==> src/rtl/note_scroller_if.sv <==
// note_scroller_if
// Spawn handshake between the chart reader (master) and the note scroller
// (slave). A note transfers on any clock edge where valid and ready are
// both high.
//   spawn_valid  master->slave  a chart note is offered
//   spawn_color  master->slave  note color, 0 = red, 1 = blue
//   spawn_ready  slave->master  the scroller's holding register is free
interface note_scroller_if;
  logic spawn_valid;
  logic spawn_color;
  logic spawn_ready;

  modport master (output spawn_valid, output spawn_color, input spawn_ready);
  modport slave  (input spawn_valid, input spawn_color, output spawn_ready);
endinterface

==> src/rtl/note_scroller.sv <==
// note_scroller
// Drum-game note track. Notes enter through a one-deep holding register.
// They then scroll from slot 9 toward the hit zone at slot 0, moving one
// pixel (offset step) per tick. A slot shift happens every 7 ticks. Pad
// strikes are judged against slot 0, and score and combo are kept for the
// score display.
// Ports:
//   clk, rst          clock, synchronous active-high reset
//   spawn             spawn handshake (slave side of note_scroller_if)
//   tick              one-cycle scroll-step strobe
//   hit_red/hit_blue  one-cycle pad strikes
//   red_notes/blue_notes  per-slot occupancy (bit i = slot i)
//   offset            pixel shift within a slot, 0..6
//   ev_good/ok/bad/miss   one-cycle judgment pulses
//   score             saturating point total
//   combo             saturating count of consecutive successful hits
module note_scroller #(
  parameter int SCORE_W  = 16,
  parameter int GOOD_PTS = 2,
  parameter int OK_PTS   = 1,
  parameter int GOOD_WIN = 2
) (
  input  logic               clk,
  input  logic               rst,
  note_scroller_if.slave     spawn,
  input  logic               tick,
  input  logic               hit_red,
  input  logic               hit_blue,
  output logic [9:0]         red_notes,
  output logic [9:0]         blue_notes,
  output logic [2:0]         offset,
  output logic               ev_good,
  output logic               ev_ok,
  output logic               ev_bad,
  output logic               ev_miss,
  output logic [SCORE_W-1:0] score,
  output logic [7:0]         combo
);

  localparam logic [2:0]       LAST_OFFSET = 3'd6;
  localparam logic [2:0]       GOOD_WIN_L  = 3'(GOOD_WIN);
  localparam logic [SCORE_W:0] GOOD_INC    = (SCORE_W+1)'(GOOD_PTS);
  localparam logic [SCORE_W:0] OK_INC      = (SCORE_W+1)'(OK_PTS);

  logic [9:0]         red_q, red_d, blue_q, blue_d;
  logic               hold_valid_q, hold_valid_d;
  logic               hold_color_q, hold_color_d;
  logic [2:0]         offset_q, offset_d;
  logic [SCORE_W-1:0] score_q, score_d;
  logic [7:0]         combo_q, combo_d;
  logic               ev_good_q, ev_good_d, ev_ok_q, ev_ok_d;
  logic               ev_bad_q, ev_bad_d, ev_miss_q, ev_miss_d;

  logic               xfer;
  logic               hit_blue_sel;
  logic               slot0_match;
  logic [SCORE_W:0]   score_sum;

  assign spawn.spawn_ready = ~hold_valid_q & ~rst;
  assign xfer              = spawn.spawn_valid & spawn.spawn_ready;

  // Exactly one pad is active when this matters, so hit_blue alone selects
  // the lane.
  assign hit_blue_sel = hit_blue;
  assign slot0_match  = hit_blue_sel ? blue_q[0] : red_q[0];

  // NOTE: every signal written below gets its default first, so no path
  // leaves one unassigned and no latch is inferred.
  always_comb begin
    red_d        = red_q;
    blue_d       = blue_q;
    hold_valid_d = hold_valid_q;
    hold_color_d = hold_color_q;
    offset_d     = offset_q;
    score_d      = score_q;
    combo_d      = combo_q;
    ev_good_d    = 1'b0;
    ev_ok_d      = 1'b0;
    ev_bad_d     = 1'b0;
    ev_miss_d    = 1'b0;
    score_sum    = '0;

    // The hit is judged on pre-update state, before any shift this cycle.
    // The shift below then works on the post-hit lanes, so a successful
    // hit on the shift edge never also counts as a miss.
    if (hit_red ^ hit_blue) begin
      if (slot0_match) begin
        if (hit_blue_sel) blue_d[0] = 1'b0;
        else              red_d[0]  = 1'b0;
        if (offset_q <= GOOD_WIN_L) begin
          ev_good_d = 1'b1;
          score_sum = {1'b0, score_q} + GOOD_INC;
        end else begin
          ev_ok_d   = 1'b1;
          score_sum = {1'b0, score_q} + OK_INC;
        end
        score_d = score_sum[SCORE_W] ? '1 : score_sum[SCORE_W-1:0];
        if (combo_q != 8'hFF) combo_d = combo_q + 8'd1;
      end else begin
        ev_bad_d = 1'b1;
        combo_d  = '0;
      end
    end

    if (tick) begin
      if (offset_q == LAST_OFFSET) begin
        offset_d = '0;
        if (red_d[0] | blue_d[0]) begin
          ev_miss_d = 1'b1;
          combo_d   = '0;
        end
        // Slot 9 is fed from the holding register as it was before this
        // cycle; a note accepted this cycle waits for the next shift.
        red_d        = {hold_valid_q & ~hold_color_q, red_d[9:1]};
        blue_d       = {hold_valid_q &  hold_color_q, blue_d[9:1]};
        hold_valid_d = 1'b0;
      end else begin
        offset_d = offset_q + 3'd1;
      end
    end

    if (xfer) begin
      hold_valid_d = 1'b1;
      hold_color_d = spawn.spawn_color;
    end
  end

  // NOTE: state registers use non-blocking assignments so every flop
  // samples the pre-edge value of every other flop.
  always_ff @(posedge clk) begin
    if (rst) begin
      red_q        <= '0;
      blue_q       <= '0;
      hold_valid_q <= 1'b0;
      hold_color_q <= 1'b0;
      offset_q     <= '0;
      score_q      <= '0;
      combo_q      <= '0;
      ev_good_q    <= 1'b0;
      ev_ok_q      <= 1'b0;
      ev_bad_q     <= 1'b0;
      ev_miss_q    <= 1'b0;
    end else begin
      red_q        <= red_d;
      blue_q       <= blue_d;
      hold_valid_q <= hold_valid_d;
      hold_color_q <= hold_color_d;
      offset_q     <= offset_d;
      score_q      <= score_d;
      combo_q      <= combo_d;
      ev_good_q    <= ev_good_d;
      ev_ok_q      <= ev_ok_d;
      ev_bad_q     <= ev_bad_d;
      ev_miss_q    <= ev_miss_d;
    end
  end

  assign red_notes  = red_q;
  assign blue_notes = blue_q;
  assign offset     = offset_q;
  assign score      = score_q;
  assign combo      = combo_q;
  assign ev_good    = ev_good_q;
  assign ev_ok      = ev_ok_q;
  assign ev_bad     = ev_bad_q;
  assign ev_miss    = ev_miss_q;

endmodule
==> src/flat_wrapper.sv <==
// flat-port wrapper written by rule: the top's interface ports become plain ports
module note_scroller_flat 
#(
  parameter int SCORE_W  = 16,
  parameter int GOOD_PTS = 2,
  parameter int OK_PTS   = 1,
  parameter int GOOD_WIN = 2
)
  (clk, rst, tick, hit_red, hit_blue, red_notes, blue_notes, offset, ev_good, ev_ok, ev_bad, ev_miss, score, combo, spawn_spawn_valid, spawn_spawn_color, spawn_spawn_ready);
  note_scroller_if spawn_i ();
  input  logic clk;
  input  logic rst;
  input  logic tick;
  input  logic hit_red;
  input  logic hit_blue;
  output logic [9:0] red_notes;
  output logic [9:0] blue_notes;
  output logic [2:0] offset;
  output logic ev_good;
  output logic ev_ok;
  output logic ev_bad;
  output logic ev_miss;
  output logic [SCORE_W-1:0] score;
  output logic [7:0] combo;
  input wire logic [$bits(spawn_i.spawn_valid)-1:0] spawn_spawn_valid;
  input wire logic [$bits(spawn_i.spawn_color)-1:0] spawn_spawn_color;
  output wire logic [$bits(spawn_i.spawn_ready)-1:0] spawn_spawn_ready;
  assign spawn_i.spawn_valid = spawn_spawn_valid;
  assign spawn_i.spawn_color = spawn_spawn_color;
  assign spawn_spawn_ready = spawn_i.spawn_ready;
  note_scroller #(.SCORE_W(SCORE_W), .GOOD_PTS(GOOD_PTS), .OK_PTS(OK_PTS), .GOOD_WIN(GOOD_WIN)) u_core (.clk(clk), .rst(rst), .spawn(spawn_i), .tick(tick), .hit_red(hit_red), .hit_blue(hit_blue), .red_notes(red_notes), .blue_notes(blue_notes), .offset(offset), .ev_good(ev_good), .ev_ok(ev_ok), .ev_bad(ev_bad), .ev_miss(ev_miss), .score(score), .combo(combo));
endmodule
==> config.mk <==
export PLATFORM = sky130hd
export DESIGN_NAME = note_scroller_flat
export DESIGN_NICKNAME = d
export VERILOG_FILES = /design/src/rtl/note_scroller_if.sv /design/src/rtl/note_scroller.sv /design/src/flat_wrapper.sv
export SDC_FILE = /design/constraint.sdc
export NUM_CORES = 1
export LEC_CHECK = 0
export CELL_PAD_IN_SITES_DETAIL_PLACEMENT = 1
export CELL_PAD_IN_SITES_GLOBAL_PLACEMENT = 2
export CORE_ASPECT_RATIO = 0.7
export CORE_MARGIN = 3
export CORE_UTILIZATION = 31
export CTS_CLUSTER_SIZE = 8
export DETAILED_ROUTE_END_ITERATION = 7
export PLACE_DENSITY = 0.91
export SETUP_SLACK_MARGIN = 0.3
export SLEW_MARGIN = 5
export SYNTH_ARGS = -nofsm -noshare
export SYNTH_HDL_FRONTEND = slang
export SYNTH_SLANG_ARGS = --single-unit
==> constraint.sdc <==
create_clock -name clk -period 3.3 [get_ports clk]
set_input_delay 0.825 -clock clk [delete_from_list [all_inputs] [get_ports clk]]
set_output_delay 0.825 -clock clk [all_outputs]
set_load 0.02 [all_outputs]
==> flow_summary.toml, run 1 <==
[synth]
synth_flop_cell = "dfxtp_1"
postSynth.asyncResetShare = 0
post_synth.cell_area_avg_um2 = 8.34
syn-num-nets = 308
synth_edf_count = 0
syn-cell-area_um2 = 2490
syn_inst = 298
ys_seq_area_frac = 0.427
synth.distinct_cells = 55
ys_ff_latch = 53
ys_warn_count = 0

[cts]
cts_buffer_depth = 2
cts_setup_buffers = 0
cts_tree = "yes"
cts_max_level = 2
post_cts_resized = 0
cts.clk_slew.worst_paths_ns = 0.07
cts_buffers = 5
cts_sinks = 53
insertion_delay_ns = 0.29
postCtsHoldBufs = 0
cts_root_buf = "clkbuf_16"

[worst_setup_path]
slowest_delay_ns = 0.61
path_delay_family = "buffers and inverters"
r2r_setup_slack_ns = 1.36
cp_max_fo = 2
critPathBufInv = 2
start_kind = "primary input"
cp.arrival_ns = 2.04
path_common_cell = "clkdlybuf4s50_1"
path_class = "primary input to output pin"
cp-end-kind = "output pin"
slowest_stage = "clkdlybuf4s50_1"
critical_path.cell_chain = "clkdlybuf4s50_1 -> nor2_1 -> clkdlybuf4s50_1"
crit_required_ns = 2.47

[floorplan]
die_height_um = 80.9
die_x_um = 113
start_util = 0.329
rows = 26
die_area_um2 = 9150
core_um2 = 7550
pin_count = 59

[place]
io_buffers = 58
dp_hpwl_mm = 5.16
place.gp.congestion = 0.797
postPlaceCellArea_um2 = 3150

[route]
wl_per_cell_um = 16.1
ant_nets = 0
drc = 0
vias_per_cell = 5.43
via_count = 2454
dr.pass1.iters = 4
totalWireLength_mm = 7.27
drt-initial-drc-count = 111

[pwr]
powerDensity_nw_per_um2 = 413
irDropWorstVdd_uv = 219
p_leak_nw = 1.12

[timing]
finalCritPeriodShare = 0.869
setup_viol = 0
rsz0062_at_grt = "no"
setup_tns_ns = 0
max_freq_mhz = 349
timing.slew.headroom = 0.519
final_hold_viol_count = 0
clock_skew_ns = 0.00613
tightest_slew_ns = 0.717
finalMaxSlewViolations = 0
period_needed_ns = 2.87

[layout]
final_nets = 363
nFillCells = 932
regArea_um2 = 1060
num_antenna_cells = 0
fin_area_um2 = 3340
multi_input_area_um2 = 1330
areaGrowthSynthToFinish_pct = 34.2
drive_gt1_frac = 0.0791

[global_route]
grt_pass1_vias = 2394
grt_use_total = 0.162
grt_max_degree = 48
grt_first_pass_wirelength_mm = 12.2
antenna_found_initial = 0
gr-total-overflow = 0

[hold_path]
hold_class = "flip-flop to flip-flop"

[run]
maxCapViolCount = 0

[status]
status = "finished, final reports clean"
[state kept, by name (all words and copies together) (netlist names)]
signal,cells
u_core.ev_ok,1
u_core.blue_notes,10
u_core.ev_miss,1
u_core.score,16
u_core.hold_valid_q,1
u_core.ev_bad,1
u_core.offset,3
u_core.combo,8
u_core.ev_good,1
u_core.hold_color_q,1
u_core.red_notes,10
[layer usage]
metal / vias up / GRT usage / part of all wire
met4: 0 / 0.0288 / 0.0063
met3: 4 / 0.0328 / 0.041
met1: 1203 / 0.228 / 0.51
met2: 50 / 0.261 / 0.44
met5: - / 0 / 0
li1: 1197 / - / -
[layout by cell type (no fill, tap or decap), drive strengths merged, types with 3 or more instances in the layout]
cell | netlist | final
nor3 | 4 | 4
and2 | 3 | 3
nand2 | 50 | 50
o21ai | 8 | 8
nand3 | 15 | 15
ha | 3 | 3
dfxtp | 53 | 53
or3 | 3 | 3
nand4 | 8 | 8
buf | 5 | 4
a21oi | 38 | 38
inv | 7 | 7
nand3b | 5 | 5
nor2 | 21 | 21
and3 | 5 | 5
a31oi | 8 | 8
a211oi | 10 | 10
clkdlybuf4s50 | 0 | 58
clkbuf | 9 | 5
o311ai | 4 | 4
xnor2 | 3 | 3
[area by class of cell]
class                      instances  area share
clock inverter                     3      0.0195
timing repair buffer              62       0.183
multi-input combinational        224       0.397
inverter                           7     0.00787
sequential                        53       0.318
tap                               98      0.0367
clock buffer                       5      0.0375
[final timing paths]
| kind | startpoint | cells past startpoint | end |
|---|---|---|---|
| max | rst | 3 | spawn_spawn_ready |
| min reg2reg | u_core.red_notes[2]$_SDFFE_PP0P_ | 2 | u_core.red_notes[1]$_SDFFE_PP0P_ |
| max reg2reg | u_core.offset[0]$_SDFFE_PP0P_ | 4 | u_core.score[4]$_SDFFE_PP0P_ |
| min | u_core.red_notes[2]$_SDFFE_PP0P_ | 2 | u_core.red_notes[1]$_SDFFE_PP0P_ |
[power by group]
part	internal (mW)	total, mW	switching, mW
logic	0.0238	0.0616	0.0377
clock network	0.433	0.666	0.233
registers	0.643	0.649	0.00593
total	1.10	1.38	0.277
[metrics by stage]
step           instances  hold WS (ns)  setup slack (ns)  power (mW)   util
6_report             452         0.467             0.431        1.38  0.442
5_1_grt              452         0.496             0.384        1.42  0.442
4_1_cts              452         0.474             0.414        1.39  0.442
3_5_place_dp         444         0.465             0.419       0.726  0.417
3_3_place_gp         444         0.459             0.393       0.724  0.417
2_1_floorplan        298         0.469             0.945       0.701      -
[cell usage after synthesis (all sizes together) (7+ instances only)]
cell	number	area (um^2)
a21oi	38	198
nor2	21	81.3
inv	7	26.3
a31oi	8	50.1
o21ai	8	40.0
nand3	15	80.1
nand2	50	188
clkbuf	9	33.8
dfxtp	53	1060
nand4	8	50.1
a211oi	10	75.1
[worst reg2reg max path: stages (launching register included)]
cell	delay, ns
dfxtp_1	0.39
a21oi_2	0.52
mux2_2	0.52
nand4_1	0.27
nand3_1	0.11
[cell families (layout without fill, tap and decap cells)]
group | count (synthesis) | after routing | share of synthesized area
fa+ha+maj | 3 | 3 | 0.0151
xor+xnor | 4 | 4 | 0.0141
mux | 4 | 4 | 0.0171
simple gates | 130 | 130 | 0.266
flops | 53 | 53 | 0.427
buf+inv | 21 | 77 | 0.0398
compound gates | 83 | 83 | 0.221
No activity file was read; power rests on OpenSTA's default activity.
==> run 2: changes to the inputs <==
--- a/config.mk
+++ b/config.mk
@@ -10,6 +10,7 @@
 export CORE_ASPECT_RATIO = 0.7
 export CORE_MARGIN = 3
 export CORE_UTILIZATION = 31
+export CTS_BUF_LIST = sky130_fd_sc_hd__clkbuf_8 sky130_fd_sc_hd__clkbuf_16
 export CTS_CLUSTER_SIZE = 8
 export DETAILED_ROUTE_END_ITERATION = 7
 export PLACE_DENSITY = 0.91
==> results of run 2 <==
The final DEF is identical to that of run 1; final timing and power are the same.
==> run 3: changes to the inputs <==
--- a/config.mk
+++ b/config.mk
@@ -5,15 +5,13 @@
 export SDC_FILE = /design/constraint.sdc
 export NUM_CORES = 1
 export LEC_CHECK = 0
-export CELL_PAD_IN_SITES_DETAIL_PLACEMENT = 1
-export CELL_PAD_IN_SITES_GLOBAL_PLACEMENT = 2
 export CORE_ASPECT_RATIO = 0.7
 export CORE_MARGIN = 3
-export CORE_UTILIZATION = 31
+export CORE_UTILIZATION = 50
 export CTS_BUF_LIST = sky130_fd_sc_hd__clkbuf_8 sky130_fd_sc_hd__clkbuf_16
 export CTS_CLUSTER_SIZE = 8
 export DETAILED_ROUTE_END_ITERATION = 7
-export PLACE_DENSITY = 0.91
+export PLACE_DENSITY = 0.86
 export SETUP_SLACK_MARGIN = 0.3
 export SLEW_MARGIN = 5
 export SYNTH_ARGS = -nofsm -noshare
==> flow_summary.toml, run 3 (same netlist as run 1, synthesis figures left out) <==
[cts]
cts_tree = "yes"
cts_max_level = 2
postCtsHoldBufs = 0
post_cts_resized = 0
cts_buffers = 5
cts_sinks = 53
insertion_delay_ns = 0.30
cts_buffer_depth = 2
cts.clk_slew.worst_paths_ns = 0.09
cts_root_buf = "clkbuf_8"
cts_setup_buffers = 0

[layout]
final_nets = 362
multi_input_area_um2 = 1330
regArea_um2 = 1060
areaGrowthSynthToFinish_pct = 30.0
nFillCells = 385
num_antenna_cells = 0
largest_reg_flops = 16
final_cell_mix = "clkdlybuf4s50_1, dfxtp_1, nand2_1"
final_common_cell = "clkdlybuf4s50_1"
final_util = 0.710
drive_gt1_frac = 0.0765

[worst_setup_path]
path_class = "primary input to output pin"
slowest_delay_ns = 0.62
reg2reg_from = "u_core.offset[0]$_SDFFE_PP0P_"
path_delay_family = "buffers and inverters"
cp_max_fo = 2
critical_path.cell_chain = "clkdlybuf4s50_1 -> nor2_1 -> clkdlybuf4s50_1"
critPathLaunch = "rst"
path_common_cell = "clkdlybuf4s50_1"
crit_required_ns = 2.47
slowest_stage = "clkdlybuf4s50_1"
critPathBufInv = 2
cp-end-kind = "output pin"
cp.arrival_ns = 2.04
start_kind = "primary input"

[floorplan]
core_um2 = 4550
die_area_um2 = 5870
start_util = 0.546
die_x_um = 90.3
die_height_um = 65.0
pin_count = 59
rows = 20

[pwr]
fin_total_pwr_mw = 1.22
clkPwrFrac = 0.420
p_switching_mw = 0.255
sw_frac_of_total = 0.208
p_leak_nw = 1.09
irDropWorstVdd_uv = 178
p_int_mw = 0.968
sequentialPowerShare = 0.531
powerDensity_nw_per_um2 = 378
combPwrFrac = 0.049

[route]
vias_per_cell = 5.77
ant_nets = 0
wl_per_cell_um = 14.5
totalWireLength_mm = 6.08
dr.pass1.iters = 4
via_count = 2418
drc = 0
drt-initial-drc-count = 139

[place]
place.gp.congestion = 0.899
dp_hpwl_mm = 4.29
place_ws_ns = 0.436
io_buffers = 58

[global_route]
gr-total-overflow = 0
antenna_found_initial = 0
grt_pass1_vias = 2192
grt_use_total = 0.210
grt_first_pass_wirelength_mm = 10.3
grt_max_degree = 48

[hold_path]
hold_class = "flip-flop to flip-flop"
min-delay-start = "u_core.blue_notes[3]$_SDFFE_PP0P_"

[timing]
fin_ws_ns = 0.435
final_hold_viol_count = 0
finalMaxSlewViolations = 0
setup_tns_ns = 0
finalCritPeriodShare = 0.868
timing.slew.headroom = 0.570
tightest_slew_ns = 0.641
setup_viol = 0
period_needed_ns = 2.87
max_freq_mhz = 349
clock_skew_ns = 0.00539
rsz0062_at_grt = "no"

[status]
status = "finished, final reports clean"

[run]
maxCapViolCount = 0
-- run 3: changes by cell type in the layout (fill, tap and decap cells not counted), sizes merged --
cell  before  now
buf        4    3
-- run 3: worst register-to-register path, delay by kind of cell, from the launching register on --
kind / cells / cell delay, ns
flip-flops: 1 / 0.40
multiplexers: 1 / 0.51
AND/OR/NAND/NOR: 2 / 0.39
AO/OA/AOI/OAI: 1 / 0.50
-- run 3: worst paths after layout --
check | cells past startpoint | endpoint | slack [ns]
worst max-delay path | 3 | spawn_spawn_ready | 0.43
worst min-delay path | 2 | u_core.blue_notes[3]$_SDFFE_PP0P_ | 0.47
worst max register to register | 4 | u_core.score[13]$_SDFFE_PP0P_ | 1.38
worst min register to register | 2 | u_core.blue_notes[3]$_SDFFE_PP0P_ | 0.47
-- run 3: power groups by stage --
stage	clock [mW]	combinational, mW	sequential (mW)
final	0.514	0.0602	0.649
after global routing	0.548	0.0652	0.650
after CTS	0.523	0.0595	0.649
after detailed placement	0	0.0590	0.664
after global placement	0	0.0582	0.664
after floorplan	0	0.0348	0.666
-- run 3: layer usage --
layer / vias to the layer above / share of wire / GRT usage
li1: 1197 / - / -
met1: 1128 / 0.48 / 0.288
met2: 88 / 0.45 / 0.327
met3: 5 / 0.065 / 0.0534
met5: - / 0 / 0
met4: 0 / 0.0086 / 0.0687
-- run 3: final cells by class --
cell class,count,area share
timing repair buffer,61,0.187
clock buffer,5,0.0213
multi-input combinational,224,0.410
clock inverter,3,0.0201
inverter,7,0.00813
tap,66,0.0255
sequential,53,0.328
-- run 3: stage by stage --
step                      cells  cell area (um^2)  hold slack, ns
after floorplan             298              2490           0.469
after global placement      411              3100           0.453
after detailed placement    411              3100           0.460
after CTS                   419              3230           0.473
after global routing        419              3230           0.496
final                       419              3230           0.474
